<file path="src/rtl/uart_rx_parity_if.sv">
// ---------------------------------------------------------------------------
// uart_rx_parity_if
// Bundles the serial line, the parity configuration and the received-byte
// status of the UART receiver.
//   rx            serial line into the receiver (idles high)
//   parity_type   01 = odd, 10 = even, 00/11 = no parity bit in the frame
//   data_out      last received byte
//   data_valid    one-cycle pulse when a frame completes
//   parity_error  parity status of the last frame
//   frame_error   stop bit sampled low on the last frame
//   busy          receiver is inside a frame
// Modports: master = line/configuration side, slave = receiver side.
// ---------------------------------------------------------------------------
interface uart_rx_parity_if;
    logic       rx;
    logic [1:0] parity_type;
    logic [7:0] data_out;
    logic       data_valid;
    logic       parity_error;
    logic       frame_error;
    logic       busy;

    modport master (
        output rx,
        output parity_type,
        input  data_out,
        input  data_valid,
        input  parity_error,
        input  frame_error,
        input  busy
    );

    modport slave (
        input  rx,
        input  parity_type,
        output data_out,
        output data_valid,
        output parity_error,
        output frame_error,
        output busy
    );
endinterface

</file>
<file path="src/rtl/uart_rx_parity.sv">
// ---------------------------------------------------------------------------
// uart_rx_parity
// UART receiver: synchronizes the asynchronous rx line, deframes one start
// bit, 8 data bits (LSB first), an optional odd/even parity bit and one stop
// bit, then presents the byte together with parity and framing status.
// Ports:
//   clk      system clock, rising edge
//   reset_n  synchronous active-low reset
//   bus      uart_rx_parity_if.slave (rx, parity_type in; data_out,
//            data_valid, parity_error, frame_error, busy out)
// Parameter:
//   CLKS_PER_BIT  clk cycles per bit period (>= 4)
// ---------------------------------------------------------------------------
module uart_rx_parity #(
    parameter int CLKS_PER_BIT = 868
) (
    input  logic              clk,
    input  logic              reset_n,
    uart_rx_parity_if.slave   bus
);

    localparam int CNT_W = (CLKS_PER_BIT > 2) ? $clog2(CLKS_PER_BIT) : 1;
    localparam logic [CNT_W-1:0] CNT_BIT_LAST  = CNT_W'(CLKS_PER_BIT - 1);
    localparam logic [CNT_W-1:0] CNT_HALF_LAST = CNT_W'((CLKS_PER_BIT / 2) - 1);
    localparam logic [CNT_W-1:0] CNT_ZERO      = CNT_W'(0);
    localparam logic [CNT_W-1:0] CNT_ONE       = CNT_W'(1);

    localparam logic [1:0] PTYPE_ODD  = 2'b01;
    localparam logic [1:0] PTYPE_EVEN = 2'b10;

    typedef enum logic [2:0] {
        ST_IDLE   = 3'd0,
        ST_START  = 3'd1,
        ST_DATA   = 3'd2,
        ST_PARITY = 3'd3,
        ST_STOP   = 3'd4
    } state_t;

    // Parity check of a received byte against its parity bit; frames
    // without a parity bit never report an error.
    function automatic logic f_parity_error(
        input logic [1:0] ptype,
        input logic       pbit,
        input logic [7:0] data
    );
        logic err;
        case (ptype)
            PTYPE_ODD:  err = (pbit != ~^data);
            PTYPE_EVEN: err = (pbit != ^data);
            default:    err = 1'b0;
        endcase
        return err;
    endfunction

    state_t           r_state;
    logic             r_rx_meta;
    logic             r_rx_s;
    logic             r_rx_d;
    logic [CNT_W-1:0] r_clk_cnt;
    logic [2:0]       r_bit_idx;
    logic [1:0]       r_ptype;
    logic [7:0]       r_shreg;
    logic             r_pbit;
    logic [7:0]       r_data_out;
    logic             r_data_valid;
    logic             r_parity_error;
    logic             r_frame_error;
    logic             r_busy;
    logic             w_has_parity;

    assign w_has_parity = (r_ptype == PTYPE_ODD) || (r_ptype == PTYPE_EVEN);

    // Two-flop synchronizer for rx plus one delay stage for edge detection;
    // all reset to the idle (high) line level so no false start follows reset.
    always_ff @(posedge clk) begin
        if (!reset_n) begin
            r_rx_meta <= 1'b1;
            r_rx_s    <= 1'b1;
            r_rx_d    <= 1'b1;
        end else begin
            r_rx_meta <= bus.rx;
            r_rx_s    <= r_rx_meta;
            r_rx_d    <= r_rx_s;
        end
    end

    // Receive FSM with bit timing, deframing and registered outputs.
    always_ff @(posedge clk) begin
        if (!reset_n) begin
            r_state        <= ST_IDLE;
            r_clk_cnt      <= CNT_ZERO;
            r_bit_idx      <= 3'd0;
            r_ptype        <= 2'b00;
            r_shreg        <= 8'h00;
            r_pbit         <= 1'b0;
            r_data_out     <= 8'h00;
            r_data_valid   <= 1'b0;
            r_parity_error <= 1'b0;
            r_frame_error  <= 1'b0;
            r_busy         <= 1'b0;
        end else begin
            r_data_valid <= 1'b0;
            case (r_state)
                ST_IDLE: begin
                    r_clk_cnt <= CNT_ZERO;
                    r_bit_idx <= 3'd0;
                    // Falling edge needs a high level first, so a held-low
                    // line (break) cannot retrigger a frame.
                    if (r_rx_d && !r_rx_s) begin
                        r_state <= ST_START;
                        r_ptype <= bus.parity_type;
                        r_busy  <= 1'b1;
                    end
                end
                ST_START: begin
                    if (r_clk_cnt == CNT_HALF_LAST) begin
                        r_clk_cnt <= CNT_ZERO;
                        if (!r_rx_s) begin
                            r_state <= ST_DATA;
                        end else begin
                            // Line went back high mid start bit: glitch.
                            r_state <= ST_IDLE;
                            r_busy  <= 1'b0;
                        end
                    end else begin
                        r_clk_cnt <= r_clk_cnt + CNT_ONE;
                    end
                end
                ST_DATA: begin
                    if (r_clk_cnt == CNT_BIT_LAST) begin
                        r_clk_cnt          <= CNT_ZERO;
                        r_shreg[r_bit_idx] <= r_rx_s;
                        if (r_bit_idx == 3'd7) begin
                            r_bit_idx <= 3'd0;
                            r_state   <= w_has_parity ? ST_PARITY : ST_STOP;
                        end else begin
                            r_bit_idx <= r_bit_idx + 3'd1;
                        end
                    end else begin
                        r_clk_cnt <= r_clk_cnt + CNT_ONE;
                    end
                end
                ST_PARITY: begin
                    if (r_clk_cnt == CNT_BIT_LAST) begin
                        r_clk_cnt <= CNT_ZERO;
                        r_pbit    <= r_rx_s;
                        r_state   <= ST_STOP;
                    end else begin
                        r_clk_cnt <= r_clk_cnt + CNT_ONE;
                    end
                end
                ST_STOP: begin
                    if (r_clk_cnt == CNT_BIT_LAST) begin
                        r_clk_cnt      <= CNT_ZERO;
                        r_data_out     <= r_shreg;
                        r_frame_error  <= ~r_rx_s;
                        r_parity_error <= f_parity_error(r_ptype, r_pbit, r_shreg);
                        r_data_valid   <= 1'b1;
                        r_busy         <= 1'b0;
                        r_state        <= ST_IDLE;
                    end else begin
                        r_clk_cnt <= r_clk_cnt + CNT_ONE;
                    end
                end
                default: begin
                    r_state   <= ST_IDLE;
                    r_clk_cnt <= CNT_ZERO;
                    r_bit_idx <= 3'd0;
                    r_busy    <= 1'b0;
                end
            endcase
        end
    end

    assign bus.data_out     = r_data_out;
    assign bus.data_valid   = r_data_valid;
    assign bus.parity_error = r_parity_error;
    assign bus.frame_error  = r_frame_error;
    assign bus.busy         = r_busy;

endmodule

</file>
<file path="src/flat_wrapper.sv">
// flat-port wrapper written by rule: the top's interface ports become plain ports
module uart_rx_parity_flat 
#(
    parameter int CLKS_PER_BIT = 868
)
  (clk, reset_n, bus_rx, bus_parity_type, bus_data_out, bus_data_valid, bus_parity_error, bus_frame_error, bus_busy);
  uart_rx_parity_if bus_i ();
  input  logic clk;
  input  logic reset_n;
  input wire logic [$bits(bus_i.rx)-1:0] bus_rx;
  input wire logic [$bits(bus_i.parity_type)-1:0] bus_parity_type;
  output wire logic [$bits(bus_i.data_out)-1:0] bus_data_out;
  output wire logic [$bits(bus_i.data_valid)-1:0] bus_data_valid;
  output wire logic [$bits(bus_i.parity_error)-1:0] bus_parity_error;
  output wire logic [$bits(bus_i.frame_error)-1:0] bus_frame_error;
  output wire logic [$bits(bus_i.busy)-1:0] bus_busy;
  assign bus_i.rx = bus_rx;
  assign bus_i.parity_type = bus_parity_type;
  assign bus_data_out = bus_i.data_out;
  assign bus_data_valid = bus_i.data_valid;
  assign bus_parity_error = bus_i.parity_error;
  assign bus_frame_error = bus_i.frame_error;
  assign bus_busy = bus_i.busy;
  uart_rx_parity #(.CLKS_PER_BIT(CLKS_PER_BIT)) u_core (.clk(clk), .reset_n(reset_n), .bus(bus_i));
endmodule
</file>
<file path="config.mk">
export PLATFORM = sky130hd
export DESIGN_NAME = uart_rx_parity_flat
export DESIGN_NICKNAME = d
export VERILOG_FILES = /design/src/rtl/uart_rx_parity_if.sv /design/src/rtl/uart_rx_parity.sv /design/src/flat_wrapper.sv
export SDC_FILE = /design/constraint.sdc
export NUM_CORES = 1
export LEC_CHECK = 0
export CAP_MARGIN = 20
export CELL_PAD_IN_SITES_DETAIL_PLACEMENT = 1
export CELL_PAD_IN_SITES_GLOBAL_PLACEMENT = 1
export CORE_ASPECT_RATIO = 1.5
export CORE_UTILIZATION = 48
export CTS_CLUSTER_DIAMETER = 60
export DETAILED_ROUTE_END_ITERATION = 8
export DONT_BUFFER_PORTS = 1
export MAX_ROUTING_LAYER = met4
export PLACE_DENSITY_LB_ADDON = 0.1
export SLEW_MARGIN = 20
export SYNTH_ARGS = -nofsm -noshare
export SYNTH_HDL_FRONTEND = slang
export SYNTH_SLANG_ARGS = --single-unit
</file>
<file path="constraint.sdc">
create_clock -name clk -period 2.05 [get_ports clk]
set_input_delay 0.3075 -clock clk [delete_from_list [all_inputs] [get_ports clk]]
set_output_delay 0.3075 -clock clk [all_outputs]
set_load 0.005 [all_outputs]
</file>
==> key figures, run 1 <==
Yosys
  • Post-synth top area share: 0.4294
  • Seq/Total Area, Yosys: 0.4294
  • Synth Net Count: 219
  • Yosys top cell by area: dfxtp_1
  • Warnings from Yosys: 0
  • Post-synth EDFFs: 0
  • #FFs+latches synth: 42
  • Synth cell count leaders: 42 x dfxtp_1, 32 x nor2_1, 21 x nand2_1, 18 x mux2i_1, 14 x xnor2_1
  • Syn Area/Cell: 9.369 um2
  • FFs w/ async S/R, synth: 0
  • Most frequent cell after synthesis: dfxtp_1
  • Ranking of synthesized cells by area: dfxtp_1 43%, mux2i_1 9.2%, xnor2_1 6.3%, nor2_1 6.1%, nand2_1 4.0%
  • Mapped Cells: 209
  • Ys flop type: dfxtp_1
  • Cell Area, Synth: 1958 um2
  • Synth cell types: 44

Layout
  • Antenna Cells: 0
  • Nets: 223
  • Layout area overhead: 11.82%
  • Layout cells sized above 1: 0.1215
  • Utilization after layout: 0.5580

Power
  • Power per cell area: 815.7 nW/um2
  • Sw Pwr: 0.0004106 W
  • Cell internal pwr: 0.001375 W
  • Sw frac: 0.2299
  • P_leak: 0.8438 nW
  • VDD IR max: 610.7 uV
  • Tot Pwr: 0.001786 W
  • Clock power frac: 0.442
  • Combinational Power Share: 0.078
  • Sequential Power Share: 0.480

Route
  • DRT Pass-1 Iters: 4
  • WL/cell: 17.43 um
  • Total routed wirelength: 4.515 mm
  • Vias per cell: 5.780
  • DR iter-0 viols: 29
  • Residual DRC: 0
  • Routed Antenna Nets: 0
  • Vias: 1497

Die
  • Rows: 28
  • Chip Height: 80.23 um
  • Ports: 17
  • Core Region: 3924 um2
  • Die width: 54.15 um
  • Initial core utilization: 0.4990
  • Die Area: 4344 um2

Global routing
  • Largest net degree at the start of global routing: 21
  • First-pass GRT wire length: 7.100 mm
  • Initial antenna violation count: 0
  • Vias in the first global route: 1566
  • Grt ovf: 0
  • Tot GR Track Use: 0.2360

Timing
  • Period utilisation layout: 0.9706
  • Tightest Pin Transition: 0.4146 ns
  • Worst hold slack: 0.07621 ns
  • Slew Viols, Final: 0
  • Tmin final: 1.990 ns
  • Worst slew margin: 0.7207
  • Final Hold Fails: 0
  • Setup ws final: 0.06031 ns
  • RSZ-0062 raised after global routing: true
  • Final Setup Violations: 0
  • Fmax: 502.6 MHz
  • Final Skew: 0.006233 ns

Critical path
  • Arr. time, crit path: 2.22 ns
  • Reg-to-reg startpoint: u_core.r_clk_cnt[0]$_SDFF_PN0_
  • Crit. End Element: flip-flop
  • Worst path max stage delay: 0.47 ns
  • Crit path max-delay cell type: a2111o_1
  • Bufs and invs on worst path: 0
  • CP top delay family: compound AO/OA/AOI/OAI gates
  • Critical Path RT: 2.28 ns
  • Crit. Startpoint: u_core.r_clk_cnt[0]$_SDFF_PN0_
  • CP Cell Sequence: ha_1 > nand2b_1 > o41ai_2 > o2111ai_2 > a2111o_1 > a21oi_1
  • Worst Setup Path Type: flip-flop to flip-flop
  • Worst Path Max Fanout: 7
  • Nature of the critical path startpoint: flip-flop

Placement
  • Routability cong.: 0.7581
  • IO buf count: 0
  • DP HPWL: 3.165 mm
  • Place WS: 0.04703 ns

Hold path
  • Hold WC Path Type: primary input to flip-flop
  • Worst hold start: reset_n

Clocking
  • CTS buffer count: 5
  • CTS tree: built
  • Clock transition at path regs: 0.08 ns
  • Max clock buf depth: 2
  • Later-pin clock latency in the skew report: 0.30 ns
  • Clk root buf: clkbuf_8
  • Cts hold-fix bufs: 0
  • Post-CTS Setup Bufs: 0
  • CTS sink count: 42
  • H-tree Lvls: 2

Job
  • Max-Cap Viols: 0

Outcome
  • Outcome: finished clean
==> what timing repair did <==
item | CTS | global route
gates resized for setup | 1 | 2
pin swaps | 0 | 0
setup endpoints to repair | 1 | 18
==> worst register-to-register path, cell delays in order (launching register included) <==
cell       delay, ns
dfxtp_1         0.41
ha_1            0.20
nand2b_1        0.09
o41ai_2         0.32
o2111ai_2       0.29
a2111o_1        0.47
a21oi_1         0.14
==> cell families (layout without fill, tap and decap cells) <==
kind of cell               count (synthesis)  in the layout  synth area share
and+or+nand+nor                           91             91            0.2498
DFF                                       42             42            0.4294
AOI/OAI and AO/OA                         21             21           0.08243
muxes                                     18             18           0.09201
xor gates and xnor gates                  17             17           0.08307
buffers and inverters                     15             20           0.03131
adders and majority gates                  5              5           0.03195
==> area by class of cell <==
cell class	count	area [um2]
inverter	5	18.77
multi-input combinational	152	1084
clock buffer	5	68.82
timing repair buffer	7	52.55
tap	45	56.30
fill	466	1734
clock inverter	3	68.82
sequential	42	840.8
==> worst paths after layout <==
kind	end	slack, ns	depth (start not counted)
hold / removal	u_core.r_rx_d$_SDFF_PN1_	0.08	1
setup / recovery	u_core.r_state[0]$_SDFFE_PN0P_	0.06	6
setup reg to reg	u_core.r_state[0]$_SDFFE_PN0P_	0.06	6
hold reg to reg	u_core.r_rx_s$_SDFF_PN1_	0.42	1
==> per-stage QoR <==
step / TNS (ns) / instance area (um2) / std cells
floorplan: 0 / 1958 / 209
global placement: 0 / 2024 / 251
detailed placement: 0 / 2024 / 251
CTS: 0 / 2168 / 259
global route: -0.03407 / 2190 / 259
finish: 0 / 2190 / 259
==> cells in the final DEF (no fill, tap or decap), types with 2 or more instances in the layout <==
master / netlist / routed
a21oi_1: 7 / 7
and3_1: 2 / 2
clkbuf_8: 0 / 5
and4_1: 2 / 2
nor3b_2: 2 / 3
xor2_1: 2 / 2
xnor2_1: 14 / 14
dfxtp_1: 42 / 42
nand3_1: 4 / 4
buf_4: 0 / 7
o211ai_1: 3 / 3
ha_1: 5 / 5
nand2_1: 21 / 21
a22oi_1: 2 / 2
nand3b_1: 2 / 2
nor3b_1: 4 / 3
bufinv_16: 0 / 2
inv_1: 5 / 5
or3_1: 3 / 3
and2_1: 2 / 2
mux2i_1: 18 / 18
nor2_1: 32 / 32
nand2b_1: 5 / 5
nor4_1: 2 / 2
==> power groups by stage <==
stage	sequential (W)	combinational [W]	clock (W)
3_3_place_gp	0.000872	0.000130	0
6_report	0.000857	0.000139	0.000790
3_5_place_dp	0.000874	0.000132	0
2_1_floorplan	0.000858	0.000124	0
5_1_grt	0.000861	0.000153	0.000830
4_1_cts	0.000855	0.000139	0.000801
==> sequential cells by signal, summed over array words and instances, names as in the netlist, 2 cells and up <==
register,cells
u_core.r_shreg,8
u_core.r_state,3
u_core.bus.data_out,8
u_core.r_bit_idx,3
u_core.r_clk_cnt,10
u_core.r_ptype,2
==> metal layers <==
metal	track usage	share of wire	vias up
li1	-	-	730
met1	0.2140	0.35	726
met2	0.4415	0.59	31
met3	0.05114	0.034	10
met4	0.1026	0.021	0
met5	-	0	-
No activity file was read; power rests on OpenSTA's default activity.
==> run 2: changes to the inputs <==
Settings changed: CORE_MARGIN from default to 2, CORE_UTILIZATION 48 to 44, DONT_BUFFER_PORTS 1 to default.
==> run 2 against run 1 <==
Total power is 16% lower. Sequential power about the same. Register-to-register slack improved by 0.11 ns. Wire length down 1.9%. Critical path type unchanged. First-iteration DRC count shrank 28%. Clock power fell by 37%. Clock-buffer cell count unchanged. Cell area increased by 5.7%. Highest routed layer unchanged. Global-route usage is 2.7 points lower.
==> key figures, run 2 (synthesized netlist as in run 1, its figures left out) <==
Clocking
  • Later-pin clock latency in the skew report: 0.29 ns (about the same)
  • Clk root buf: clkbuf_8
  • Clock transition at path regs: 0.08 ns (about the same)
  • H-tree Lvls: 2 (unchanged)
  • CTS tree: built
  • CTS sink count: 42 (unchanged)
  • Max clock buf depth: 2 (unchanged)
  • Cts hold-fix bufs: 0 (unchanged)
  • CTS buffer count: 5 (unchanged)

Layout
  • Top reg by flops: u_core.r_clk_cnt
  • Utilization after layout: 0.5449 (-0.01309)
  • Fin cells: 277 (+6.9%)
  • Most frequent cells in the layout: 41 x dfxtp_1, 32 x nor2_1, 21 x nand2_1
  • Fill count: 499 (+7.1%)
  • Layout cells sized above 1: 0.1255 (+0.004046)
  • Layout area overhead: 18.15%
  • Nets: 241 (+8.1%)
  • Most common cell after layout, fill and taps aside: dfxtp_1
  • Max reg flops: 10 (unchanged)
  • Antenna Cells: 0 (unchanged)

Die
  • Rows: 29 (+3.6%)
  • Die Area: 5011 um2 (+15%)
  • Die width: 58.47 um (+8.0%)
  • Core Region: 4245 um2 (+8.2%)
  • Chip Height: 85.70 um (+6.8%)
  • Ports: 17 (unchanged)
  • Initial core utilization: 0.4612 (-0.03780)

Global routing
  • Initial antenna violation count: 0 (unchanged)
  • Grt ovf: 0 (unchanged)
  • First-pass GRT wire length: 7.831 mm (+10%)
  • Tot GR Track Use: 0.2086 (-0.02733)
  • Vias in the first global route: 1752 (+12%)
  • Largest net degree at the start of global routing: 21 (unchanged)

Placement
  • IO buf count: 16 (+16)
  • Routability cong.: 0.7759 (+2.3%)
  • DP HPWL: 3.488 mm (+10%)
  • Dpl cells: 269 (+7.2%)

Route
  • Vias per cell: 5.545 (-4.1%)
  • Total routed wirelength: 4.428 mm (-1.9%)
  • WL/cell: 15.99 um (-8.3%)
  • DRT Pass-1 Iters: 3 (-1)
  • Routed Antenna Nets: 0 (unchanged)
  • DR iter-0 viols: 21 (-28%)
  • Vias: 1536 (+2.6%)
  • Residual DRC: 0 (unchanged)

Power
  • Combinational Power Share: 0.099 (+0.021)
  • VDD IR max: 452.2 uV (-26%)
  • P_leak: 0.8815 nW (+4.5%)
  • Sequential Power Share: 0.570 (+0.090)
  • Sw Pwr: 0.0003751 W (-8.6%)
  • Tot Pwr: 0.001501 W (-16%)
  • Power per cell area: 649.0 nW/um2 (-20%)
  • Sw frac: 0.2498 (+0.01994)
  • Clock power frac: 0.331 (-0.111)
  • Cell internal pwr: 0.001126 W (-18%)

Outcome
  • Outcome: finished clean

Timing
  • Final Setup Violations: 0 (unchanged)
  • Final Skew: 0.005388 ns (-0.0008445 ns)
  • Period utilisation layout: 0.9181 (-0.05244)
  • Worst slew margin: 0.6486 (-0.07207)
  • Tightest Pin Transition: 0.5215 ns (+0.1070 ns)
  • Slew Viols, Final: 0 (unchanged)
  • RSZ-0062 raised after global routing: false
  • Fmax: 531.3 MHz (+5.7%)
  • Tmin final: 1.882 ns (-0.1075 ns)
  • Final Hold Fails: 0 (unchanged)

Critical path
  • Worst Setup Path Type: flip-flop to flip-flop
  • Critical Path RT: 2.27 ns (about the same)
  • Arr. time, crit path: 2.10 ns (-0.12 ns)
  • Worst Path Max Fanout: 6 (-1)
  • Nature of the critical path startpoint: flip-flop
  • Crit. End Element: flip-flop

Hold path
  • Hold WC Path Type: flip-flop to flip-flop

Job
  • Max-Cap Viols: 0 (unchanged)
-- run 2: changes by cell type in the layout (fill, tap and decap cells not counted), moves of 2 or more --
cell | previous run | this run
buf_4 | 7 | 9
bufinv_16 | 2 | 0
clkinv_2 | 0 | 2
clkdlybuf4s50_1 | 0 | 16
-- run 2: cell type report --
class                   count  area [um2]  area share
clock buffers               5       68.82     0.02975
clock inverters             2       10.01    0.004327
inverters                   5       18.77    0.008112
multi-input cells         152        1089      0.4705
flip-flops and latches     42       842.1      0.3640
well taps                  46       57.56     0.02488
repair buffers             25       227.7     0.09843
-- run 2: final timing paths --
| path | start | endpoint | slack (ns) | cells past startpoint |
|---|---|---|---|---|
| min reg2reg | u_core.r_rx_meta$_SDFF_PN1_ | u_core.r_rx_s$_SDFF_PN1_ | 0.43 | 1 |
| min | u_core.r_rx_meta$_SDFF_PN1_ | u_core.r_rx_s$_SDFF_PN1_ | 0.43 | 1 |
| max | u_core.r_clk_cnt[1]$_SDFF_PN0_ | u_core.r_shreg[1]$_SDFFE_PN0P_ | 0.17 | 6 |
| max reg2reg | u_core.r_clk_cnt[1]$_SDFF_PN0_ | u_core.r_shreg[1]$_SDFFE_PN0P_ | 0.17 | 6 |
-- run 2: metal layers --
| metal | vias to the layer above | track usage | share of wire |
|---|---|---|---|
| met5 | - | - | 0 |
| met4 | 0 | 0.07188 | 0.024 |
| met3 | 10 | 0.03922 | 0.024 |
| met2 | 22 | 0.4147 | 0.60 |
| met1 | 748 | 0.1853 | 0.35 |
| li1 | 756 | - | - |
-- run 2: critical path, cell delays in order (launching register included) --
cell	delay (ns)
dfxtp_1	0.39
ha_2	0.26
nand4bb_4	0.17
nor4_4	0.45
nand2b_4	0.13
nor3b_2	0.22
mux2i_1	0.21
-- run 2: metrics by stage --
stage	area (um2)	worst slack [ns]	hold slack [ns]	setup TNS (ns)
after floorplan	1958	0.2438	0.3805	0
after global placement	2193	0.1247	0.3964	0
after detailed placement	2193	-0.002594	0.4134	-0.002594
after CTS	2278	0.01101	0.4344	0
after global routing	2313	0.007615	0.4554	0
final	2313	0.1678	0.4314	0
-- run 2: what timing repair did --
item / in CTS / in global routing
buffers inserted: 0 / 1
gates cloned: 0 / 0
setup endpoints to repair: 3 / 17
pin swaps: 0 / 1
resized for setup: 1 / 6
-- run 2: power groups by stage --
| stage | clock, W | combinational [W] | sequential, W |
|---|---|---|---|
| 2_1_floorplan | 0 | 0.000124 | 0.000858 |
| 3_3_place_gp | 0 | 0.000145 | 0.000872 |
| 3_5_place_dp | 0 | 0.000150 | 0.000874 |
| 4_1_cts | 0.000513 | 0.000151 | 0.000854 |
| 5_1_grt | 0.000545 | 0.000169 | 0.000861 |
| 6_report | 0.000497 | 0.000148 | 0.000856 |
